**src/rtl/rayforge_pkg.sv**
```systemverilog
// Shared fixed-point definitions for the rayforge pipeline stages.
package rayforge_pkg;

    localparam int Q_FRAC = 4;

    typedef enum logic [2:0] {
        IDLE,
        SUB,
        MAC,
        TCA,
        SQRT,
        ROOT,
        DONE
    } state_e;

    function automatic int max_q(input int w);
        return (1 <<< (w - 1)) - 1;
    endfunction

    function automatic int min_q(input int w);
        return -(1 <<< (w - 1));
    endfunction

    // Clamp a signed 32-bit value into the signed range of a w-bit word.
    function automatic logic signed [31:0] sat_to_width(input logic signed [31:0] x, input int w);
        if (x > max_q(w)) begin
            return max_q(w);
        end
        if (x < min_q(w)) begin
            return min_q(w);
        end
        return x;
    endfunction

endpackage

```
**src/rtl/seq_isqrt.sv**
```systemverilog
// Iterative restoring integer square root: 2*WIDTH-bit operand, WIDTH-bit root,
// one root bit per cycle, MSB first; the first iteration happens on the start edge.
module seq_isqrt #(
    parameter int WIDTH = 12
) (
    input  logic                 clk,
    input  logic                 rst,
    input  logic                 start,
    input  logic [2*WIDTH-1:0]   operand,
    output logic                 busy,
    output logic                 done,
    output logic [WIDTH-1:0]     root
);

    localparam int CW = $clog2(WIDTH + 1);

    logic [WIDTH+1:0]   r_rem;
    logic [WIDTH-1:0]   r_root;
    logic [2*WIDTH-1:0] r_op;
    logic [CW-1:0]      r_cnt;
    logic               r_busy;
    logic               r_done;

    logic [WIDTH+1:0]   w_rem_in;
    logic [WIDTH-1:0]   w_root_in;
    logic [2*WIDTH-1:0] w_op_in;
    logic [WIDTH+1:0]   w_rem_sh;
    logic [WIDTH+1:0]   w_trial;
    logic               w_ge;
    logic [WIDTH+1:0]   w_rem_nx;
    logic [WIDTH-1:0]   w_root_nx;
    logic [2*WIDTH-1:0] w_op_nx;

    assign w_rem_in  = start ? '0 : r_rem;
    assign w_root_in = start ? '0 : r_root;
    assign w_op_in   = start ? operand : r_op;

    // Before the shift the remainder never exceeds WIDTH bits, so the top bits can drop.
    assign w_rem_sh  = (WIDTH + 2)'({w_rem_in, w_op_in[2*WIDTH-1 -: 2]});
    assign w_trial   = {w_root_in, 2'b01};
    assign w_ge      = (w_rem_sh >= w_trial);
    assign w_rem_nx  = w_ge ? (w_rem_sh - w_trial) : w_rem_sh;
    assign w_root_nx = WIDTH'({w_root_in, w_ge});
    assign w_op_nx   = {w_op_in[2*WIDTH-3:0], 2'b00};

    always_ff @(posedge clk or posedge rst) begin
        if (rst) begin
            r_rem  <= '0;
            r_root <= '0;
            r_op   <= '0;
            r_cnt  <= '0;
            r_busy <= 1'b0;
            r_done <= 1'b0;
        end else begin
            r_done <= 1'b0;
            if (start || r_busy) begin
                r_rem  <= w_rem_nx;
                r_root <= w_root_nx;
                r_op   <= w_op_nx;
                if (start) begin
                    r_busy <= 1'b1;
                    r_cnt  <= CW'(WIDTH - 1);
                end else if (r_cnt == CW'(1)) begin
                    r_busy <= 1'b0;
                    r_done <= 1'b1;
                    r_cnt  <= '0;
                end else begin
                    r_cnt <= r_cnt - CW'(1);
                end
            end
        end
    end

    assign busy = r_busy;
    assign done = r_done;
    assign root = r_root;

endmodule

```
**src/rtl/ray_sphere_intersect.sv**
```systemverilog
// Fixed-latency ray/sphere intersection on Q8.4 vectors: returns the nearest hit distance
// at or beyond T_MIN, or a miss with t = MAX_Q.
module ray_sphere_intersect
    import rayforge_pkg::*;
#(
    parameter int WIDTH = 12,
    parameter int T_MIN = 1
) (
    input  logic             clk,
    input  logic             rst,
    input  logic             in_valid,
    output logic             in_ready,
    input  logic [WIDTH-1:0] ox,
    input  logic [WIDTH-1:0] oy,
    input  logic [WIDTH-1:0] oz,
    input  logic [WIDTH-1:0] dx,
    input  logic [WIDTH-1:0] dy,
    input  logic [WIDTH-1:0] dz,
    input  logic [WIDTH-1:0] cx,
    input  logic [WIDTH-1:0] cy,
    input  logic [WIDTH-1:0] cz,
    input  logic [WIDTH-1:0] radius,
    output logic             out_valid,
    input  logic             out_ready,
    output logic             out_hit,
    output logic [WIDTH-1:0] out_t
);

    localparam int LW = WIDTH + 1;
    localparam int AW = 2 * WIDTH + 4;
    localparam int HW = 2 * WIDTH + 8;
    localparam int CW = $clog2(WIDTH);
    localparam logic [WIDTH-1:0]        T_MISS = WIDTH'(max_q(WIDTH));
    localparam logic signed [WIDTH-1:0] T_LIM  = WIDTH'(T_MIN);

    state_e                   r_state;
    logic [CW-1:0]            r_cnt;
    logic signed [WIDTH-1:0]  r_ox, r_oy, r_oz, r_cx, r_cy, r_cz;
    logic signed [WIDTH-1:0]  r_dx, r_dy, r_dz, r_radius;
    logic signed [LW-1:0]     r_lx, r_ly, r_lz;
    logic signed [AW-1:0]     r_ld, r_ll;
    logic signed [WIDTH-1:0]  r_tca;
    logic                     r_miss;
    logic [2*WIDTH-1:0]       r_sq_op;
    logic                     r_hit;
    logic [WIDTH-1:0]         r_t;

    logic signed [LW-1:0]     w_l;
    logic signed [WIDTH-1:0]  w_d;
    logic signed [AW-1:0]     w_l_ext, w_d_ext, w_ld_nx, w_ll_nx;
    logic signed [WIDTH-1:0]  w_tca;
    logic signed [HW-1:0]     w_tca_h, w_tca_sq, w_rad_h, w_r2, w_d2, w_h;
    logic                     w_rad_pos;
    logic                     w_miss;
    logic [2*WIDTH-1:0]       w_sq_op;
    logic                     w_sq_start, w_sq_busy, w_sq_done;
    logic [WIDTH-1:0]         w_sq_root;
    logic [WIDTH-1:0]         w_thc;
    logic signed [LW-1:0]     w_t0_w, w_t1_w;
    logic signed [WIDTH-1:0]  w_t0, w_t1;

    always_comb begin
        w_l = r_lz;
        w_d = r_dz;
        case (r_cnt)
            CW'(0): begin
                w_l = r_lx;
                w_d = r_dx;
            end
            CW'(1): begin
                w_l = r_ly;
                w_d = r_dy;
            end
            default: ;
        endcase
    end

    assign w_l_ext = AW'(w_l);
    assign w_d_ext = AW'(w_d);
    assign w_ld_nx = r_ld + w_l_ext * w_d_ext;
    assign w_ll_nx = r_ll + w_l_ext * w_l_ext;

    // Everything below stays at 2^-8 scale so h feeds the sqrt with no rescaling.
    assign w_tca     = WIDTH'(sat_to_width(32'(r_ld >>> Q_FRAC), WIDTH));
    assign w_tca_h   = HW'(w_tca);
    assign w_tca_sq  = w_tca_h * w_tca_h;
    assign w_rad_h   = HW'(r_radius);
    assign w_rad_pos = (r_radius > 0);
    assign w_r2      = w_rad_pos ? (w_rad_h * w_rad_h) : '0;
    assign w_d2      = HW'(r_ll) - w_tca_sq;
    assign w_h       = w_r2 - w_d2;
    assign w_miss    = w_h[HW-1] || !w_rad_pos;
    assign w_sq_op   = w_miss ? '0 : ((|w_h[HW-1:2*WIDTH]) ? '1 : w_h[2*WIDTH-1:0]);

    assign w_sq_start = (r_state == SQRT) && !w_sq_busy;

    seq_isqrt #(
        .WIDTH (WIDTH)
    ) u_isqrt (
        .clk     (clk),
        .rst     (rst),
        .start   (w_sq_start),
        .operand (r_sq_op),
        .busy    (w_sq_busy),
        .done    (w_sq_done),
        .root    (w_sq_root)
    );

    assign w_thc  = w_sq_root[WIDTH-1] ? T_MISS : w_sq_root;
    assign w_t0_w = {r_tca[WIDTH-1], r_tca} - {1'b0, w_thc};
    assign w_t1_w = {r_tca[WIDTH-1], r_tca} + {1'b0, w_thc};
    assign w_t0   = WIDTH'(sat_to_width(32'(w_t0_w), WIDTH));
    assign w_t1   = WIDTH'(sat_to_width(32'(w_t1_w), WIDTH));

    always_ff @(posedge clk or posedge rst) begin
        if (rst) begin
            r_state  <= IDLE;
            r_cnt    <= '0;
            r_ox     <= '0;
            r_oy     <= '0;
            r_oz     <= '0;
            r_cx     <= '0;
            r_cy     <= '0;
            r_cz     <= '0;
            r_dx     <= '0;
            r_dy     <= '0;
            r_dz     <= '0;
            r_radius <= '0;
            r_lx     <= '0;
            r_ly     <= '0;
            r_lz     <= '0;
            r_ld     <= '0;
            r_ll     <= '0;
            r_tca    <= '0;
            r_miss   <= 1'b0;
            r_sq_op  <= '0;
            r_hit    <= 1'b0;
            r_t      <= '0;
        end else begin
            case (r_state)
                IDLE: begin
                    if (in_valid) begin
                        r_ox     <= ox;
                        r_oy     <= oy;
                        r_oz     <= oz;
                        r_cx     <= cx;
                        r_cy     <= cy;
                        r_cz     <= cz;
                        r_dx     <= dx;
                        r_dy     <= dy;
                        r_dz     <= dz;
                        r_radius <= radius;
                        r_ld     <= '0;
                        r_ll     <= '0;
                        r_state  <= SUB;
                    end
                end
                SUB: begin
                    r_lx    <= {r_cx[WIDTH-1], r_cx} - {r_ox[WIDTH-1], r_ox};
                    r_ly    <= {r_cy[WIDTH-1], r_cy} - {r_oy[WIDTH-1], r_oy};
                    r_lz    <= {r_cz[WIDTH-1], r_cz} - {r_oz[WIDTH-1], r_oz};
                    r_cnt   <= '0;
                    r_state <= MAC;
                end
                MAC: begin
                    r_ld <= w_ld_nx;
                    r_ll <= w_ll_nx;
                    if (r_cnt == CW'(2)) begin
                        r_cnt   <= '0;
                        r_state <= TCA;
                    end else begin
                        r_cnt <= r_cnt + CW'(1);
                    end
                end
                TCA: begin
                    r_tca   <= w_tca;
                    r_miss  <= w_miss;
                    r_sq_op <= w_sq_op;
                    r_cnt   <= '0;
                    r_state <= SQRT;
                end
                SQRT: begin
                    if (r_cnt == CW'(WIDTH - 1)) begin
                        r_state <= ROOT;
                    end else begin
                        r_cnt <= r_cnt + CW'(1);
                    end
                end
                ROOT: begin
                    if (w_sq_done) begin
                        if (r_miss) begin
                            r_hit <= 1'b0;
                            r_t   <= T_MISS;
                        end else if (w_t0 >= T_LIM) begin
                            r_hit <= 1'b1;
                            r_t   <= w_t0;
                        end else if (w_t1 >= T_LIM) begin
                            r_hit <= 1'b1;
                            r_t   <= w_t1;
                        end else begin
                            r_hit <= 1'b0;
                            r_t   <= T_MISS;
                        end
                        r_state <= DONE;
                    end
                end
                DONE: begin
                    if (out_ready) begin
                        r_state <= IDLE;
                    end
                end
                default: r_state <= IDLE;
            endcase
        end
    end

    assign in_ready  = (r_state == IDLE) && !rst;
    assign out_valid = (r_state == DONE);
    assign out_hit   = r_hit;
    assign out_t     = r_t;

endmodule

```
**config.mk**
```make
export PLATFORM = sky130hd
export DESIGN_NAME = ray_sphere_intersect
export DESIGN_NICKNAME = d
export VERILOG_FILES = /design/src/rtl/rayforge_pkg.sv /design/src/rtl/seq_isqrt.sv /design/src/rtl/ray_sphere_intersect.sv
export SDC_FILE = /design/constraint.sdc
export NUM_CORES = 2
export LEC_CHECK = 0
export CAP_MARGIN = 0
export CORE_ASPECT_RATIO = 1.25
export CORE_UTILIZATION = 60
export CTS_CLUSTER_SIZE = 20
export DETAILED_ROUTE_END_ITERATION = 7
export PLACE_DENSITY_LB_ADDON = 0.05
export SYNTH_ARGS = -nofsm -noshare
export SYNTH_HDL_FRONTEND = slang
export SYNTH_SLANG_ARGS = --single-unit
```
**constraint.sdc**
```tcl
create_clock -name clk -period 16.05 [get_ports clk]
set_input_delay 4.815 -clock clk [delete_from_list [all_inputs] [get_ports clk]]
set_output_delay 4.815 -clock clk [all_outputs]
set_load 0.01 [all_outputs]
```
==> flow_summary.ini <==
[worst_setup_path]
reg2reg_slack_ns = 4.09
r2r_start = r_radius[11]$_DFFE_PP0P_
crit_slowest_cell = dfrtp_1
sort_of_element_at_the_start_of_the_critical_path = flip-flop
critical_path_class = reg -> reg
r2r.worst_path.cells = 39
crit-reg2reg-capture = r_sq_op[12]$_DFFE_PP0P_
crit_arrival_ns = 12.46
worstPathMaxFanout = 25
setup.worst_path.end_class = flip-flop
worstSetupStartpoint = r_radius[11]$_DFFE_PP0P_
critical_path_required_ns = 16.55
path_common_cell = fa_1
critPathMaxStageDelay_ns = 0.67
endpoint = r_sq_op[12]$_DFFE_PP0P_

[die]
core.rowCount = 110
placeableCoreArea_um2 = 72300
design.die.area_um2 = 74400
initial_utilization_pct = 60.9
horizontal_extent_of_the_die_um = 244
die_height_um = 305
total_i_o_pin_count = 139

[cells_and_area]
antenna_diode_instance_count = 0
area_growth_pct = 8.35
filler_cell_count = 6126
layout-drive-gt1-share_pct = 4.04
nets = 6155

[timing]
period_share_pct = 74.5
rsz0062_at_grt = no
period_needed_ns = 11.96
final_hold_viol_count = 0
drv_slew = 0
clock-skew-final_ns = 0.0298
setup_viol = 0
finalWorstSetupSlack_ns = 4.09
totalNegativeSetupSlack_ns = 0
worstMarginPinSlew_ns = 1.12
max-slew-margin-rel_pct = 24.8
maximum_operating_frequency_mhz = 83.6

[routing]
vias_per_cell = 5.48
drt_drc_violations_left = 0
num_vias = 32396
routed_wirelength_mm = 104
routed_wire_length_per_instance_um = 17.6
drtIter0Drc = 1410
antenna_left = 0
detailedRoute.firstPassIterationCount = 6

[clock_network]
cts_num_sinks = 324
worst_setup_hold_path_clk_slew_ns = 0.06
ctsHoldBuffers = 0
cts-resized-gates = 0
num_cts_buffers = 39
post_cts_buffers = 0
clock_tree_root = clkbuf_16
clockBufferDepth = 3
clock_insertion_delay_worst_skew_ns = 0.59
tritoncts = done
cts.htree.levels = 2

[outcome]
outcome = completed

[global_routing]
grt_max_degree = 99
grt_pass1_vias = 34906
antenna_violations_before_repair = 1
grt.overflow.total = 0
grtUsageTotal_pct = 29.6
grt_first_pass_wirelength_mm = 176

[yosys]
yosys.cell_types.count = 90
synthTopCellsByCount = 955 x inv_1, 750 x nand2_1, 699 x fa_1
netlist.top_cell.by_area = fa_1
synth_top_family_by_area = adder cells
synth_simple_gate_area_share_pct = 13.8
mappedNetlistNets = 6097
synthAdderAreaFrac_pct = 43.3
ys_seq_elements = 324
synth-edff-count = 0
syn_inst = 4868
synth.area.mux_share_pct = 0.944
synth-xor-area-share_pct = 3.30
postSynth.asyncResetShare_pct = 100
synth_compound_gate_area_share_pct = 10.4
postSynth.topFlopCell = dfrtp_1
netlist.area_leader.share_pct = 31.8
ys.warnings.count = 0
synth.cell_area_um2 = 44000
yosys-top-cells-area = fa_1 32%, dfrtp_1 18%, ha_1 12%
avg_cell_area_syn_um2 = 9.04
seq_area_frac_synth_pct = 18.4
synth.most_common_cell = inv_1

[placement]
dpl_worst_slack_ns = 4.11
gpl_wtd_cong = 0.918
hpwl_detailed_mm = 84.0
place.port_buffers = 138

[run]
cap_viol_max_count = 0

[hold_path]
worst_hold_path_type = reg -> reg
[sequential cells by signal, indices dropped and copies added (netlist names), 13 cells and up]
name	cells
r_sq_op	24
r_lx	13
u_isqrt.r_op	22
r_ll	28
r_ld	28
r_ly	13
r_lz	13
[routing by layer]
| layer | vias up | global-route usage [%] | share of wire (%) |
|---|---|---|---|
| li1 | 15412 | - | - |
| met1 | 16126 | 37.6 | 42 |
| met2 | 633 | 52.7 | 51 |
| met3 | 223 | 2.69 | 3.5 |
| met4 | 2 | 10.3 | 3.7 |
| met5 | - | 0 | 0.012 |
[worst min path at each step]
stage,startpoint,endpoint,slack [ns],cells after the start
after floorplan,r_dz[3]$_DFFE_PP0P_,r_dz[3]$_DFFE_PP0P_,0.44,2
after global placement,r_lz[6]$_DFFE_PP0P_,r_lz[6]$_DFFE_PP0P_,0.46,2
after detailed placement,r_dz[1]$_DFFE_PP0P_,r_dz[1]$_DFFE_PP0P_,0.46,2
after CTS,r_dz[9]$_DFFE_PP0P_,r_dz[9]$_DFFE_PP0P_,0.48,2
after global routing,u_isqrt.r_op[20]$_DFFE_PP0P_,u_isqrt.r_op[22]$_DFFE_PP0P_,0.49,2
final,r_lz[10]$_DFFE_PP0P_,r_lz[10]$_DFFE_PP0P_,0.47,2
[critical path, delay by kind of cell (launching register included)]
family	cells	cell delay (ns)
buf+inv	9	0.85
compound gates	12	2.65
fa+ha+maj	13	5.51
simple gates	5	2.19
flops	1	0.67
[per-stage QoR]
stage	utilization (%)	cell area [um^2]	std cells	hold slack, ns
after floorplan	-	44000	4868	0.437
after global placement	64.1	46300	5837	0.455
after detailed placement	64.1	46300	5837	0.462
after CTS	66.0	47700	5907	0.477
after global routing	66.0	47700	5907	0.491
final	66.0	47700	5907	0.472
[cells by family after synthesis]
logic type	Yosys count
adders and majority gates	1105
muxes	41
DFF	324
buffers and inverters	1130
xor gates and xnor gates	166
AOI/OAI and AO/OA	715
and+or+nand+nor	1387
[final cells by class]
| type | instances | area, um^2 | share of cell area, % |
|---|---|---|---|
| repair buffers | 186 | 1740 | 3.65 |
| flip-flops and latches | 324 | 8110 | 17.0 |
| clock inverters | 22 | 345 | 0.724 |
| inverters | 961 | 3610 | 7.58 |
| well taps | 952 | 1190 | 2.50 |
| clock buffers | 48 | 1040 | 2.18 |
| multi-input cells | 3414 | 31600 | 66.4 |
[cells in the final DEF, fill, tap and decap left out, drive strengths merged, types with 75 or more instances in the layout]
master / instances
a21oi: 160
o21ai: 249
dfrtp: 324
and2: 75
clkdlybuf4s50: 138
nand2: 751
nor2: 280
xnor2: 95
ha: 406
inv: 956
fa: 699
Power is left out: the tool's default activity adds up to more than one toggle a clock period on the data nets, which glitch-free logic cannot reach.
